## src/rtl/program_counter_pkg.sv

```systemverilog
// Shared opcode encodings and stack-command type for the program counter and decode stage.
package program_counter_pkg;

  localparam int OP_WIDTH = 3;

  typedef logic [OP_WIDTH-1:0] opcode_t;

  localparam opcode_t OP_HOLD   = 3'b000;
  localparam opcode_t OP_INC    = 3'b001;
  localparam opcode_t OP_JUMP   = 3'b010;
  localparam opcode_t OP_BRANCH = 3'b011;
  localparam opcode_t OP_CALL   = 3'b100;
  localparam opcode_t OP_RETURN = 3'b101;
  localparam opcode_t OP_RELOAD = 3'b110;
  localparam opcode_t OP_RSVD   = 3'b111;

  typedef enum logic [1:0] {
    STK_NONE  = 2'b00,
    STK_PUSH  = 2'b01,
    STK_POP   = 2'b10,
    STK_FLUSH = 2'b11
  } stack_cmd_e;

endpackage

```

## src/rtl/pc_return_stack.sv

```systemverilog
// LIFO return-address stack; the pointer counts entries held (0..STACK_DEPTH).
module pc_return_stack #(
  parameter int ADDR_WIDTH  = 16,
  parameter int STACK_DEPTH = 8
) (
  input  logic                  clock,
  input  logic                  reset_n,
  input  logic                  push,
  input  logic                  pop,
  input  logic                  flush,
  input  logic [ADDR_WIDTH-1:0] push_data,
  output logic [ADDR_WIDTH-1:0] top,
  output logic                  empty,
  output logic                  full
);

  localparam int IDX_W = (STACK_DEPTH > 1) ? $clog2(STACK_DEPTH) : 1;
  localparam int PTR_W = IDX_W + 1;

  logic [PTR_W-1:0]      ptr;
  logic [ADDR_WIDTH-1:0] mem [STACK_DEPTH];
  logic [IDX_W-1:0]      top_idx;
  logic                  do_push;
  logic                  do_pop;

  assign empty   = (ptr == '0);
  assign full    = (ptr == PTR_W'(STACK_DEPTH));
  assign do_push = push && !full && !flush;
  assign do_pop  = pop && !empty && !flush && !push;

  // With a power-of-two depth the wrapped index of ptr-1 is the top entry even when full
  assign top_idx = ptr[IDX_W-1:0] - IDX_W'(1);
  assign top     = mem[top_idx];

  always_ff @(posedge clock or negedge reset_n) begin
    if (!reset_n) begin
      ptr <= '0;
    end else if (flush) begin
      ptr <= '0;
    end else if (do_push) begin
      ptr <= ptr + PTR_W'(1);
    end else if (do_pop) begin
      ptr <= ptr - PTR_W'(1);
    end
  end

  always_ff @(posedge clock) begin
    if (do_push) begin
      mem[ptr[IDX_W-1:0]] <= push_data;
    end
  end

endmodule

```

## src/rtl/program_counter_stack.sv

```systemverilog
// Fetch-address generator: next-PC selection, PC register, and call/return stack error reporting.
module program_counter_stack
  import program_counter_pkg::*;
#(
  parameter int                    ADDR_WIDTH   = 16,
  parameter int                    STACK_DEPTH  = 8,
  parameter logic [ADDR_WIDTH-1:0] RESET_VECTOR = '0
) (
  input  logic                  clock,
  input  logic                  reset_n,
  input  logic                  enable,
  input  logic [OP_WIDTH-1:0]   opcode,
  input  logic [ADDR_WIDTH-1:0] target,
  input  logic [ADDR_WIDTH-1:0] offset,
  input  logic                  cond,
  output logic [ADDR_WIDTH-1:0] pc_out,
  output logic                  stack_empty,
  output logic                  stack_full,
  output logic                  stack_err
);

  logic [ADDR_WIDTH-1:0] pc_reg;
  logic [ADDR_WIDTH-1:0] pc_next;
  logic [ADDR_WIDTH-1:0] pc_inc;
  logic [ADDR_WIDTH-1:0] pc_rel;
  logic [ADDR_WIDTH-1:0] stk_top;
  logic                  stk_empty;
  logic                  stk_full;
  logic                  err_reg;
  logic                  err_next;
  stack_cmd_e            stk_cmd;

  assign pc_inc = pc_reg + ADDR_WIDTH'(1);
  assign pc_rel = pc_reg + offset;

  pc_return_stack #(
    .ADDR_WIDTH  (ADDR_WIDTH),
    .STACK_DEPTH (STACK_DEPTH)
  ) u_stack (
    .clock     (clock),
    .reset_n   (reset_n),
    .push      (stk_cmd == STK_PUSH),
    .pop       (stk_cmd == STK_POP),
    .flush     (stk_cmd == STK_FLUSH),
    .push_data (pc_inc),
    .top       (stk_top),
    .empty     (stk_empty),
    .full      (stk_full)
  );

  // Rejected CALL/RETURN leave both the PC and the stack untouched and only raise the error
  always_comb begin
    pc_next  = pc_reg;
    err_next = 1'b0;
    stk_cmd  = STK_NONE;
    if (enable) begin
      case (opcode)
        OP_INC:    pc_next = pc_inc;
        OP_JUMP:   pc_next = target;
        OP_BRANCH: pc_next = cond ? pc_rel : pc_inc;
        OP_CALL: begin
          if (stk_full) begin
            err_next = 1'b1;
          end else begin
            stk_cmd = STK_PUSH;
            pc_next = target;
          end
        end
        OP_RETURN: begin
          if (stk_empty) begin
            err_next = 1'b1;
          end else begin
            stk_cmd = STK_POP;
            pc_next = stk_top;
          end
        end
        OP_RELOAD: begin
          stk_cmd = STK_FLUSH;
          pc_next = RESET_VECTOR;
        end
        default: pc_next = pc_reg;
      endcase
    end
  end

  always_ff @(posedge clock or negedge reset_n) begin
    if (!reset_n) begin
      pc_reg  <= RESET_VECTOR;
      err_reg <= 1'b0;
    end else begin
      pc_reg  <= pc_next;
      err_reg <= err_next;
    end
  end

  assign pc_out      = pc_reg;
  assign stack_empty = stk_empty;
  assign stack_full  = stk_full;
  assign stack_err   = err_reg;

endmodule

```

## config.mk

```make
export PLATFORM = sky130hd
export DESIGN_NAME = program_counter_stack
export DESIGN_NICKNAME = d
export VERILOG_FILES = /design/src/rtl/program_counter_pkg.sv /design/src/rtl/pc_return_stack.sv /design/src/rtl/program_counter_stack.sv
export SDC_FILE = /design/constraint.sdc
export NUM_CORES = 1
export LEC_CHECK = 0
export CORE_MARGIN = 4
export CORE_UTILIZATION = 63
export CTS_CLUSTER_SIZE = 16
export DETAILED_ROUTE_END_ITERATION = 12
export MAX_ROUTING_LAYER = met4
export PLACE_DENSITY = 0.9
export SYNTH_ARGS = -nofsm -noshare
export SYNTH_HDL_FRONTEND = slang
export SYNTH_SLANG_ARGS = --single-unit
```

## constraint.sdc

```tcl
create_clock -name clock -period 11 [get_ports clock]
set_input_delay 1.1 -clock clock [delete_from_list [all_inputs] [get_ports clock]]
set_output_delay 1.1 -clock clock [all_outputs]
set_load 0.01 [all_outputs]
```

After elaboration in Yosys (flattened, before gate mapping):

Memory sizes are Yosys's and may differ from the RTL's.
Cells that the tools add are included.
Widths: inputs -> output; s select.

* multiplexer cells: 17
* eq/ne operators: 12
* reductions and logical operators: 13
* $add $sub $neg: 5

Operator list (number)
* $pmux 16 s6: 1
* $mux 16: 3
* $add 16x1->16 const B: 1
* $add 16x16->16: 1
* $mux 4: 3
* $eq 3x3->1 const B: 3
* $eq 3x2->1 const B: 2
* $mux 1: 6
* $pmux 2 s3: 1
* $reduce_bool 6->1: 1
* $logic_and 1x1->1: 5
* $add 4x1->4 const B: 1
* $eq 2x2->1 const B: 2
* $eq 4x4->1 const B: 1
* $logic_not 1->1: 4
* $logic_not 4->1: 1
* $mux 2: 2
* $ne 2x2->1 const B: 2
* $reduce_and 4->1: 1
* $sub 4x1->4 const B: 1
* $eq 3x1->1 const B: 1
* $reduce_bool 3->1: 1
* $sub 3x1->3 const B: 1
* $eq 2x1->1 const B: 1
* $pmux 1 s2: 1

* bits in writable memories: 128
* memories: 1
* input bits: 39
* word-level logic and storage cells: 51
* flip-flop bits (word level): 21
* output and inout bits: 19

Memories
* u_stack.mem: depth 8, bits a word 16, read ports 1, clocked after memory_dff 0, write ports 1, RTL line pc_return_stack.sv:21 `logic [ADDR_WIDTH-1:0] mem [STACK_DEPTH];`

Logic depth before layout (Yosys ltp):

* depth in word-level cells: 11
* mapped depth: 15
* depth with buffers taken out: 13

Modules after synthesis:

A second synthesis with hierarchy kept.

* cells, all modules: 539
* area, all modules: 7629.8 um2

Modules (own cells, without submodules)
* pc_return_stack: cells each 235, times used 1, seq. area each 3943.8 um2, area each 5275.1 um2
* program_counter_stack: cells each 304, times used 1, seq. area each 425.4 um2, area each 2354.8 um2

Least setup slack after synthesis:

Ideal clock, no wire load.

* path kind: input port to flip-flop
* start: input opcode[0]
* end: memory u_stack.mem[2][0] (enable)
* arrival time: 3.338 ns
* data required time: 10.591 ns
* setup time: 0.409 ns
* cell stages on the path: 8
* path slack: 7.253 ns
* buffers on the path: 1
* cell sequence: inv_1 -> ha_1 -> clkbuf_1 -> o21ai_1 -> nand3_1 -> inv_2 -> nand2_1 -> nor3_1

* word-level cells in the longest chain between the ends: 8
* elaborated cells between the ends (all ways): 12
* classes of those cells: eq/ne: 5; mux: 4; reduce/logical: 3

Ends and longest elaborated chain
* start, declared: RTL line program_counter_stack.sv:12 `input logic [OP_WIDTH-1:0] opcode,`
* $eq 3x3->1: RTL line program_counter_stack.sv:57 `case (opcode)`
* $pmux 2 s3 (*): RTL line program_counter_stack.sv:57
* $mux 2 (*): RTL line program_counter_stack.sv:56 `if (enable) begin`
* $eq 2x1->1 / $eq 2x2->1 (equally long branches): RTL line program_counter_stack.sv:42, program_counter_stack.sv:44
* $logic_and 1x1->1 / $logic_not 1->1 (equally long branches): RTL line pc_return_stack.sv:28 `assign do_push = push && !full && !flush;`
* $logic_and 1x1->1 (*): RTL line pc_return_stack.sv:28
* $mux 1 (*): RTL line pc_return_stack.sv:48 `if (do_push) begin`
* $mux 1 (not written as such) (*): RTL line pc_return_stack.sv:49 `mem[ptr[IDX_W-1:0]] <= push_data;`
* end, declared: RTL line pc_return_stack.sv:21

Every way passes the cells marked *; elsewhere a longest branch is shown, timed or not.

Worst setup path after layout:

* start: input opcode[0]
* end: memory u_stack.mem[2][12] (enable)

Same word-level chain as after synthesis.

==> impl_metrics.tcl <==
set metrics [dict create \
    yosysMostFrequentCell "edfxtp_1" \
    dr_total_vias 5361 \
    cp-endpoint "u_stack.mem[2][12]" \
    cp.required_ns 11.02 \
    final_cell_area_sq_um 8970 \
    maxCapViolCount 0 \
    wl_mm 19.6 \
    final_nets 680 \
    finalHoldViolations 0 \
    synth_area_leaders "edfxtp_1 (50%), mux4_2 (9.4%), dfrtp_1 (6.9%)" \
    cpMaxStageDelayCell "nor3_2" \
    grt_pass1_wl_mm 30.9 \
    cts_setup_buffers 0 \
    hp-class "reg -> reg" \
    status "complete, no violations" \
    htreeDepth 4 \
    period_needed_ns 4.12 \
    final_core_util 0.772 \
    clock_skew_ns 0.0143 \
    crit_buf_inv 3 \
    die_area_sq_um 13900 \
    synth-edff-count 128 \
    avgSynthCellArea_sq_um 13.8 \
    finalSetupViolCount 0 \
    setup_tns_ns 0 \
    synth_fp_nets 617 \
    yosys.cell_types.count 74 \
    cp.arrival_ns 4.14 \
    fp-row-count 39 \
    ir_drop_v 0.000177 \
    cts_buffers 17 \
    synth_compound_area_frac 0.134 \
    power_density_nw_per_um2 268 \
    r2r-end "u_stack.mem[2][12]" \
    p_leak_nw 3.15 \
    ys_warn_count 0 \
    slew_viol_final 0 \
    synthCells 553 \
    worst_pin_slew_ns 1.25 \
    grt.total_usage 0.302 \
    hold_start "u_stack.ptr[1]" \
    r2r_start "u_stack.ptr[0]" \
    synth_top_area_share 0.504 \
    clk-insertion-delay-late_ns 0.42 \
    grt_max_degree 41 \
    rsz0062_at_grt "false" \
    dr.pass1.iters 6 \
    slew_headroom 0.161 \
    overflow 0 \
    synth_top_family_by_area "compound AO/OA/AOI/OAI gates" \
    yosysSeqAreaShare 0.573 \
    portBuffers 57 \
    fin_crit_sh 0.375 \
    die_w_um 118 \
    ant_nets 0 \
    cts_tree "done" \
    synth_xor_area_frac 0.0285 \
    path_depth 9 \
    ys_ff_latch 149 \
    yosysTopAreaCell "edfxtp_1" \
    startpoint_type "input pin" \
    die_h_um 118 \
    synth_fa_ha_area_frac 0.0430 \
    critPathLaunch "opcode[0]" \
    fmax_mhz 243 \
    worstSetupEndpointType "flip-flop" \
    layout-drive-gt1-share 0.153 \
    yosys_most_used_dff "edfxtp_1" \
    holdBufCountCts 0 \
    async_flop_share 0.141 \
    cpLargestDelayFamily "simple AND/OR/NAND/NOR gates" \
    yosys.area_share.simple 0.0863 \
    first_global_vias 5250 \
    r2r_slack_ns 7.01 \
    viasPerCell 6.94 \
    drc 0 \
    clock-sinks 149 \
    path_cells "clkdlybuf4s50_1, inv_1, ha_1, a21oi_1, nor2b_1, nand3_1, inv_2, nand2_1, nor3_2" \
    synth_mux_area_frac 0.112 \
    drt_iter0_drc 866 \
    cts_root_buffer "clkbuf_16" \
    reg2reg_depth 10 \
    antenna_found_initial 0 \
    yosys-top-cells-count "edfxtp_1 (128), nand2_1 (49), a21oi_1 (44), mux4_2 (32), nor2_1 (32)" \
    start_util 0.657 \
    crit_path_max_fanout 16 \
    dpl_cell_area_sq_um 8330 \
    coreArea_sq_um 11600 \
    cts_resized 0 \
    avgRoutedWirePerCell_um 25.4 \
    clk_pin_slew_ns 0.07 \
    synthToLayoutAreaGrowth_pct 17.6 \
    clock_path_buffers 2 \
    max_stage_delay_ns 0.97 \
    antenna_cells 0 \
    syn_area_sq_um 7630 \
    crit_type "in -> reg" \
    place.gp.congestion 0.930 \
    dp_hpwl_mm 13.1 \
    design.portCount 58 \
]
## stage by stage
stage,std cells,power (mW),hold slack (ns),setup WS (ns)
after floorplan,553,1.47,0.510,7.25
after global placement,740,1.72,0.546,6.80
after detailed placement,740,1.76,0.558,6.45
after CTS,772,2.39,0.576,6.77
after global routing,772,2.52,0.627,6.57
final,772,2.40,0.575,6.88
## registers in the layout, summed over array words and instances (netlist names)
signal	flops
pc_out	16
stack_err	1
u_stack.ptr	4
u_stack.mem	128
## metal layers
layer,global-route usage,wire length [um],up-vias
li1,-,-,2325
met1,0.402,7630,2610
met2,0.453,9310,368
met3,0.0774,1980,58
met4,0.114,684,0
met5,-,0,-
## worst min-delay path by stage
stage                           endpoint  cells past startpoint  slack [ns]
after global placement    u_stack.ptr[1]                      1        0.55
after floorplan           u_stack.ptr[1]                      1        0.51
after global routing      u_stack.ptr[1]                      1        0.63
after CTS                 u_stack.ptr[1]                      1        0.58
after detailed placement  u_stack.ptr[1]                      1        0.56
final                     u_stack.ptr[1]                      1        0.58
## cell families (layout without fill, tap and decap cells)
logic type / count (synthesis) / count (layout)
AOI/OAI and AO/OA: 143 / 143
muxes: 45 / 45
buffers and inverters: 34 / 110
xor gates and xnor gates: 24 / 24
and+or+nand+nor: 133 / 133
DFF: 149 / 149
adders and majority gates: 25 / 25
## placed cells by master, fill, tap and decap left out, types with 9 or more instances in the layout
| cell | synthesis | final |
|---|---|---|
| edfxtp_1 | 128 | 128 |
| clkdlybuf4s50_1 | 0 | 57 |
| nor2_1 | 32 | 30 |
| nand2_1 | 49 | 49 |
| mux4_2 | 32 | 32 |
| inv_1 | 11 | 11 |
| o21ai_0 | 9 | 9 |
| ha_1 | 23 | 23 |
| clkbuf_16 | 0 | 17 |
| xor2_1 | 12 | 12 |
| xnor2_1 | 11 | 11 |
| o21ai_1 | 10 | 10 |
| a21oi_1 | 44 | 44 |
| nand3_1 | 9 | 9 |
| buf_4 | 3 | 9 |
| dfrtp_1 | 21 | 20 |
## layout make-up
cell class,count,area [sq um]
multi-input cells,370,3100
fillers,680,2640
clock buffers,17,425
repair buffers,66,638
clock inverters,15,213
inverters,12,45.0
well taps,143,179
flip-flops and latches,149,4370
## power breakdown
group          leakage (nW)  total (mW)  switching [mW]  internal (mW)
registers              1.40       0.815          0.0778          0.737
clock network         0.313       0.620           0.251          0.369
logic                  1.44       0.965           0.559          0.407
Power figures use the tool's default switching activity.
